==> src/rtl/pca_pkg.sv <==
`default_nettype none
// ============================================================================
// Module      : pca_pkg
// Description : Shared PCA datapath defaults and the covariance-reader state type.
// Revision    : 1.0 - initial release
// ============================================================================
package pca_pkg;

  localparam int DEF_DATA_W = 8;
  localparam int DEF_N      = 4;
  localparam int WORD_W     = DEF_N * DEF_DATA_W;

  typedef enum logic [1:0] {
    IDLE  = 2'd0,
    ISSUE = 2'd1,
    DRAIN = 2'd2,
    HOLD  = 2'd3
  } rd_state_e;

endpackage
`default_nettype wire

==> src/rtl/cov_bram_reader_if.sv <==
`default_nettype none
// ============================================================================
// Module      : cov_bram_reader_if
// Description : BRAM port B and matrix valid/ready bundle of the covariance reader.
// Revision    : 1.0 - initial release
// ============================================================================
interface cov_bram_reader_if #(
  parameter int DATA_W = pca_pkg::DEF_DATA_W,
  parameter int N      = pca_pkg::DEF_N,
  parameter int ADDR_W = 2
);

  logic                    start;
  logic                    enb;
  logic [ADDR_W-1:0]       addrb;
  logic [N*DATA_W-1:0]     doutb;
  logic [N*N*DATA_W-1:0]   mat_out;
  logic                    mat_valid;
  logic                    mat_ready;
  logic                    busy;
  logic                    sym_err;

  modport master (
    input  start, doutb, mat_ready,
    output enb, addrb, mat_out, mat_valid, busy, sym_err
  );

  modport slave (
    output start, doutb, mat_ready,
    input  enb, addrb, mat_out, mat_valid, busy, sym_err
  );

endinterface
`default_nettype wire

==> src/rtl/cov_rd_tag_pipe.sv <==
`default_nettype none
// ============================================================================
// Module      : cov_rd_tag_pipe
// Description : RD_LAT-deep {valid,row} shift register aligning captures with BRAM data.
// Revision    : 1.0 - initial release
// ============================================================================
module cov_rd_tag_pipe #(
  parameter int RD_LAT = 1,
  parameter int ADDR_W = 2
) (
  input  wire logic              clk,
  input  wire logic              rst,
  input  wire logic              tag_vld_i,
  input  wire logic [ADDR_W-1:0] tag_row_i,
  output logic                   cap_en_o,
  output logic [ADDR_W-1:0]      cap_row_o,
  output logic                   inflight_o
);

  logic [RD_LAT-1:0] vld_q;
  logic [ADDR_W-1:0] row_q [RD_LAT];

  always_ff @(posedge clk or posedge rst) begin
    if (rst) begin
      vld_q <= '0;
      for (int i = 0; i < RD_LAT; i++) row_q[i] <= '0;
    end else begin
      vld_q[0] <= tag_vld_i;
      row_q[0] <= tag_row_i;
      for (int i = 1; i < RD_LAT; i++) begin
        vld_q[i] <= vld_q[i-1];
        row_q[i] <= row_q[i-1];
      end
    end
  end

  assign cap_en_o   = vld_q[RD_LAT-1];
  assign cap_row_o  = row_q[RD_LAT-1];
  assign inflight_o = |vld_q;

endmodule
`default_nettype wire

==> src/rtl/cov_bram_reader.sv <==
`default_nettype none
// ============================================================================
// Module      : cov_bram_reader
// Description : Reads the N x N covariance matrix from BRAM port B and hands it
//               downstream over valid/ready. Optional macro: COV_SYMCHK_EN.
// Revision    : 1.0 - initial release
// ============================================================================
module cov_bram_reader
  import pca_pkg::*;
#(
  parameter int DATA_W = DEF_DATA_W,
  parameter int N      = DEF_N,
  parameter int ADDR_W = 2,
  parameter int RD_LAT = 1
) (
  input wire logic        clk,
  input wire logic        rst,
  cov_bram_reader_if.master bus
);

  localparam int                ROW_W    = N * DATA_W;
  localparam logic [ADDR_W-1:0] LAST_ROW = ADDR_W'(N - 1);

  rd_state_e           state_q;
  logic                enb_q;
  logic [ADDR_W-1:0]   addrb_q;
  logic [N*ROW_W-1:0]  mat_q;
  logic                mat_valid_q;
  logic                busy_q;
  logic                sym_err_q;

  logic                cap_en;
  logic [ADDR_W-1:0]   cap_row;
  logic                inflight;
  logic                sym_mis_d;

  // The tag follows the address the BRAM samples on the same edge as enb_q/addrb_q.
  cov_rd_tag_pipe #(
    .RD_LAT (RD_LAT),
    .ADDR_W (ADDR_W)
  ) u_tag_pipe (
    .clk        (clk),
    .rst        (rst),
    .tag_vld_i  (enb_q),
    .tag_row_i  (addrb_q),
    .cap_en_o   (cap_en),
    .cap_row_o  (cap_row),
    .inflight_o (inflight)
  );

  always_ff @(posedge clk or posedge rst) begin
    if (rst) begin
      mat_q <= '0;
    end else if (cap_en) begin
      for (int r = 0; r < N; r++) begin
        if (cap_row == ADDR_W'(r)) mat_q[r*ROW_W +: ROW_W] <= bus.doutb;
      end
    end
  end

`ifdef COV_SYMCHK_EN
  always_comb begin
    sym_mis_d = 1'b0;
    for (int r = 0; r < N; r++) begin
      for (int c = r + 1; c < N; c++) begin
        if (mat_q[(r*N+c)*DATA_W +: DATA_W] != mat_q[(c*N+r)*DATA_W +: DATA_W])
          sym_mis_d = 1'b1;
      end
    end
  end
`else
  assign sym_mis_d = 1'b0;
`endif

  always_ff @(posedge clk or posedge rst) begin
    if (rst) begin
      state_q     <= IDLE;
      enb_q       <= 1'b0;
      addrb_q     <= '0;
      mat_valid_q <= 1'b0;
      busy_q      <= 1'b0;
      sym_err_q   <= 1'b0;
    end else begin
      case (state_q)
        IDLE: begin
          if (bus.start) begin
            state_q <= ISSUE;
            enb_q   <= 1'b1;
            addrb_q <= '0;
            busy_q  <= 1'b1;
          end
        end
        ISSUE: begin
          if (addrb_q == LAST_ROW) begin
            state_q <= DRAIN;
            enb_q   <= 1'b0;
            addrb_q <= '0;
          end else begin
            addrb_q <= addrb_q + ADDR_W'(1);
          end
        end
        // Empty tag pipe means the final row landed on the previous edge.
        DRAIN: begin
          if (!inflight) begin
            state_q     <= HOLD;
            mat_valid_q <= 1'b1;
            sym_err_q   <= sym_mis_d;
          end
        end
        HOLD: begin
          if (bus.mat_ready) begin
            state_q     <= IDLE;
            mat_valid_q <= 1'b0;
            sym_err_q   <= 1'b0;
            busy_q      <= 1'b0;
          end
        end
        default: state_q <= IDLE;
      endcase
    end
  end

  assign bus.enb       = enb_q;
  assign bus.addrb     = addrb_q;
  assign bus.mat_out   = mat_q;
  assign bus.mat_valid = mat_valid_q;
  assign bus.busy      = busy_q;
  assign bus.sym_err   = sym_err_q;

endmodule
`default_nettype wire

==> src/flat_wrapper.sv <==
// flat-port wrapper written by rule: the top's interface ports become plain ports
module cov_bram_reader_flat import pca_pkg::*;
#(
  parameter int DATA_W = DEF_DATA_W,
  parameter int N      = DEF_N,
  parameter int ADDR_W = 2,
  parameter int RD_LAT = 1
)
  (clk, rst, bus_start, bus_doutb, bus_mat_ready, bus_enb, bus_addrb, bus_mat_out, bus_mat_valid, bus_busy, bus_sym_err);
  cov_bram_reader_if #(.DATA_W(DATA_W), .N(N), .ADDR_W(ADDR_W)) bus_i ();
  input wire logic clk;
  input wire logic rst;
  input wire logic [$bits(bus_i.start)-1:0] bus_start;
  input wire logic [$bits(bus_i.doutb)-1:0] bus_doutb;
  input wire logic [$bits(bus_i.mat_ready)-1:0] bus_mat_ready;
  output wire logic [$bits(bus_i.enb)-1:0] bus_enb;
  output wire logic [$bits(bus_i.addrb)-1:0] bus_addrb;
  output wire logic [$bits(bus_i.mat_out)-1:0] bus_mat_out;
  output wire logic [$bits(bus_i.mat_valid)-1:0] bus_mat_valid;
  output wire logic [$bits(bus_i.busy)-1:0] bus_busy;
  output wire logic [$bits(bus_i.sym_err)-1:0] bus_sym_err;
  assign bus_i.start = bus_start;
  assign bus_i.doutb = bus_doutb;
  assign bus_i.mat_ready = bus_mat_ready;
  assign bus_enb = bus_i.enb;
  assign bus_addrb = bus_i.addrb;
  assign bus_mat_out = bus_i.mat_out;
  assign bus_mat_valid = bus_i.mat_valid;
  assign bus_busy = bus_i.busy;
  assign bus_sym_err = bus_i.sym_err;
  cov_bram_reader #(.DATA_W(DATA_W), .N(N), .ADDR_W(ADDR_W), .RD_LAT(RD_LAT)) u_core (.clk(clk), .rst(rst), .bus(bus_i));
endmodule
==> config.mk <==
export PLATFORM = sky130hd
export DESIGN_NAME = cov_bram_reader_flat
export DESIGN_NICKNAME = d
export VERILOG_FILES = /design/src/rtl/pca_pkg.sv /design/src/rtl/cov_bram_reader_if.sv /design/src/rtl/cov_rd_tag_pipe.sv /design/src/rtl/cov_bram_reader.sv /design/src/flat_wrapper.sv
export SDC_FILE = /design/constraint.sdc
export NUM_CORES = 1
export LEC_CHECK = 0
export CORE_UTILIZATION = 35
export CTS_CLUSTER_DIAMETER = 120
export DETAILED_ROUTE_END_ITERATION = 8
export GPL_TIMING_DRIVEN = 0
export PLACE_DENSITY = 0.62
export SLEW_MARGIN = 25
export SYNTH_ARGS = -nofsm -noshare
export SYNTH_HDL_FRONTEND = slang
export SYNTH_SLANG_ARGS = --single-unit
==> constraint.sdc <==
create_clock -name clk -period 6.9 [get_ports clk]
set_input_delay 0.69 -clock clk [delete_from_list [all_inputs] [get_ports clk]]
set_output_delay 0.69 -clock clk [all_outputs]
set_load 0.01 [all_outputs]
; ---- Word level (Yosys, flattened, before mapping)
; Cells that the tools add are included.
; Widths: inputs -> output; s select.
[classes]
multipliers = 0
addsub = 1
n_eq_ne = 11
n_lt_le_gt_ge = 0
n_shift = 0
mux = 17
div_mod_pow = 0
n_reduce_logical = 14
bitwise_logic = 0
[op_table]
columns = operator, n
row1 = $mux 2, 6
row2 = $eq 2x2->1 const B, 5
row3 = $reduce_and 2->1, 5
row4 = $reduce_and 3->1, 3
row5 = $pmux 1 s2, 4
row6 = $pmux 2 s4, 1
row7 = $ne 2x2->1 const B, 3
row8 = $reduce_bool 2->1, 3
row9 = $mux 1, 5
row10 = $eq 2x1->1 const B, 2
row11 = $logic_not 2->1, 2
row12 = $pmux 2 s2, 1
row13 = $reduce_and 4->1, 1
row14 = $add 2x1->2 const B, 1
row15 = $ne 2x1->1 const B, 1
[word_totals]
reg_bits = 139
out_inout_bits = 134
input_bits = 36
ramBits = 0
latch_bits = 0
n_memories = 0
rom_bits = 0
wordCells = 55

; ---- Logic depth before layout (Yosys ltp)
[depth]
depth_word = 3
depth_mapped = 5
ltp_nobuf = 5

; ---- Cells and area by module
; Synthesis repeated with hierarchy kept, for this count alone.
[unflattened]
hier_cells = 327
area_unflattened_um2 = 5323.9
[modules_own_cells]
columns = mod, seq_area_each_um2, cells_per_inst, area_per_inst_um2, n_inst
row1 = cov_bram_reader, 3378.2, 322, 5237.5, 1
row2 = cov_rd_tag_pipe, 75.1, 5, 86.3, 1

; ---- Least setup slack after synthesis
; Ideal clock, no wire load.
[synth_timing]
path_kind = in2reg
start = in bus_start
end = reg u_core.state_q[1]
required_ns = 6.775
n_path_buf = 0
setup_time_ns = 0.125
stages = 3
arrival_ns = 1.388
path_slack_ns = 5.387
path_cell_list = nand2b_1 o2111a_1 mux2_2
[synth_between]
elab_chain_cells = 2
[synth_rtl]
columns = element, line
row1 = start: declaration, flat_wrapper.sv:13  ; input wire logic [$bits(bus_i.start)-1:0] bus_start;
row2 = $ne 2x2->1 (no source line), -
row3 = $reduce_and 4->1 (no source line), -
row4 = end signal: assignment, cov_bram_reader.sv:77  ; state_q <= IDLE;
row5 = end signal: assignment, cov_bram_reader.sv:87  ; state_q <= ISSUE;
row6 = end signal: assignment, cov_bram_reader.sv:95  ; state_q <= DRAIN;
row7 = end: declaration, cov_bram_reader.sv:24  ; rd_state_e state_q;
; No other way between the ends.
; A chain may end at the register's enable or synchronous reset.

; ---- Worst setup path after layout
[layout_timing]
start = reg u_core.addrb_q[0] (netlist: u_core.bus.addrb[0])
end = out bus_addrb[0]
[layout_lines]
columns = element, line
row1 = start: declaration, cov_bram_reader.sv:26  ; logic [ADDR_W-1:0] addrb_q;
row2 = start signal: assignment, cov_bram_reader.sv:99  ; addrb_q <= addrb_q + ADDR_W'(1);
row3 = end: declaration, flat_wrapper.sv:17  ; output wire logic [$bits(bus_i.addrb)-1:0] bus_addrb;
; No word-level cell between the ends.

==> results.json <==
{
  "hold_depth": 0,
  "layout_commonest_cell": "clkdlybuf4s50_1",
  "hold_start": "u_core.bus.enb$_DFFE_PP0P_",
  "synth_area_mm2": 0.00528,
  "hold_viol": 0,
  "nets": 549,
  "rows": 44,
  "vdd_ir_drop_max_uv": 230,
  "crit_chain": "clkdlybuf4s50_1",
  "antenna_left": 0,
  "power_leakage_nw": 3.27,
  "synth_edf_count": 0,
  "placed_cells": 672,
  "synth_ff_type": "dfrtp_1",
  "synth_cell_types": 24,
  "ctsResizeCount": 0,
  "critPathSlowestCell": "clkdlybuf4s50_1",
  "worstSkewPairLatency_ns": 0.41,
  "timing.rr.end": "u_core.state_q[1]$_DFFE_PP0P_",
  "post-dp-hpwl_um": 8480,
  "numCtsBuffers": 17,
  "diodes": 0,
  "setup.worst_path.start_class": "flip-flop",
  "whs_endpoint": "u_core.u_tag_pipe.cap_en_o$_DFF_PP0_",
  "final_cell_mix": "clkdlybuf4s50_1 (168), dfrtp_1 (138), mux2_2 (129), clkbuf_16 (17), buf_2 (10)",
  "synth_top_area_share_pct": 65.4,
  "power_w": 0.00419,
  "synth_cells": 319,
  "hp-class": "flip-flop to flip-flop",
  "drt_wl_total_um": 12200,
  "synth_largest_area_cell": "dfrtp_1",
  "yosys_warnings": 0,
  "die_y_um": 125,
  "period_share_pct": 30.3,
  "via_per_inst": 4.73,
  "cts_hold_buf": 0,
  "via_count": 3327,
  "violations": "DRC",
  "firstDrtPassIters": 7,
  "slowest_delay_ns": 0.57,
  "gp_congestion": 0.733,
  "seq_area_frac_synth_pct": 65.4,
  "hold_ws_ns": 0.436,
  "clk_pin_slew_ns": 0.06,
  "cts-root-buf": "clkbuf_16",
  "status": "finished with violations",
  "drtIter0Drc": 148,
  "avgRoutedWirePerCell_um": 17.4,
  "cts.path.max_buffers": 2,
  "rsz0062_at_grt": "no",
  "antenna_found_initial": 0,
  "post_cts_buffers": 0,
  "grt_pass1_wl_um": 19800,
  "core_area_mm2": 0.0146,
  "clock.fmax_mhz": 478,
  "dp_slack_ns": 4.74,
  "finalMaxSlewViolations": 0,
  "maxCapViolations": 0,
  "r2r_cells": 5,
  "track_usage_pct": 16.8,
  "synthArstFlopShare_pct": 100,
  "avgSynthCellArea_um2": 16.5,
  "grt-ovfl-total": 0,
  "critPathRequiredTime_ns": 6.21,
  "numPortBuffers": 168,
  "cts_max_level": 4,
  "crit_path_end_kind": "output pin",
  "fin_skew_ns": 0.00504,
  "layout-drive-gt1-share_pct": 34.2,
  "cts_tree": "yes",
  "criticalPathCategory": "flip-flop to output pin",
  "rrSetupSlack_ns": 5.21,
  "setup_violations": 0,
  "ys_seq_elements": 138,
  "grt_max_degree": 101,
  "r2r_start": "u_core.state_q[0]$_DFFE_PP0P_",
  "period_needed_ns": 2.09,
  "instances_no_fill": 704,
  "critical_path_peak_fanout": 5,
  "synth_nets": 361,
  "die-area_mm2": 0.0156,
  "start_util_pct": 36.0,
  "fillers": 1214,
  "num_io_pins": 170,
  "cp_top_family": "buffers and inverters",
  "setup-tns-final_ns": 0,
  "area_growth_pct": 48.3,
  "grt_pass1_vias": 3481,
  "route.detailed.drc": 24,
  "critPathBufInv": 1,
  "p_per_area_mw_per_mm2": 535,
  "worst_slack_ns": 4.81,
  "synth.area.top_cells": "dfrtp_1 (65%), mux2_2 (28%), ha_1 (1.4%)",
  "arrival_ns": 1.40,
  "cts.sinks": 138,
  "die_w_um": 125
}
## final cells by class
class | count | area (um^2) | share of cell area [%]
Buffer | 14 | 91.3 | 1.17
Clock buffer | 18 | 429 | 5.48
Clock inverter | 14 | 174 | 2.22
Inverter | 4 | 22.5 | 0.288
Multi-Input combinational cell | 163 | 1720 | 22.0
Sequential cell | 138 | 3450 | 44.1
Tap cell | 184 | 230 | 2.94
Timing Repair Buffer | 169 | 1710 | 21.8
## state kept, by name (all words and copies together) (netlist names)
register and flops:
u_core.bus.addrb 2, u_core.bus.busy 1, u_core.bus.enb 1, u_core.bus.mat_out 128
u_core.bus.mat_valid 1, u_core.state_q 2, u_core.u_tag_pipe.cap_en_o 1, u_core.u_tag_pipe.cap_row_o 2
## cells by family after synthesis
group           after synthesis  share of synthesized area [%]
flops                       138                           65.4
mux                         129                           27.5
buf+inv                      18                           2.01
simple gates                 15                           1.80
compound gates               12                           1.75
fa+ha+maj                     6                           1.42
other cells                   1                         0.0710
## worst max-delay path by stage
| stage | depth (start not counted) | endpoint | slack (ns) | start |
|---|---|---|---|---|
| 2_1_floorplan | 1 | u_core.bus.addrb[0]$_DFFE_PP0P_ | 2.51 | rst |
| 3_5_place_dp | 4 | u_core.state_q[1]$_DFFE_PP0P_ | 4.74 | bus_start |
| 5_1_grt | 1 | bus_addrb[0] | 4.73 | u_core.bus.addrb[0]$_DFFE_PP0P_ |
| 3_3_place_gp | 2 | u_core.bus.mat_out[119]$_DFFE_PP0P_ | 0.68 | rst |
| 6_report | 1 | bus_addrb[0] | 4.81 | u_core.bus.addrb[0]$_DFFE_PP0P_ |
| 4_1_cts | 1 | bus_addrb[0] | 4.77 | u_core.bus.addrb[0]$_DFFE_PP0P_ |
## cells in the mapped netlist, drive strengths merged (2+ instances only)
library cell	instances
a32o	2
nor2	2
inv	4
nand3b	2
a21oi	3
mux2	129
ha	6
nand2	3
o21ai	2
nand2b	2
nand3	2
dfrtp	138
buf	14
a22o	2
## power breakdown
group	switching, W	leakage, nW	internal [W]
clock	0.000350	0.282	0.000569
sequential	0.000212	1.61	0.00122
combinational	0.000696	1.38	0.00114
total	0.00126	3.27	0.00293
## metal layers
layer	share of wire, %	global-route usage, %	vias to the layer above	wire length, um
met5	0	0	-	0
met4	1.9	7.75	0	231
met3	6.5	5.80	16	796
met2	49	27.5	106	5970
met1	43	20.0	1677	5210
li1	-	-	1528	-
## stage by stage
stage	utilization, %	area [um^2]
after CTS	53.5	7830
after floorplan	-	5280
after detailed placement	49.3	7230
final	53.5	7830
after global routing	53.5	7830
after global placement	49.1	7190
Note: power is estimated with default switching activity, not from simulation.
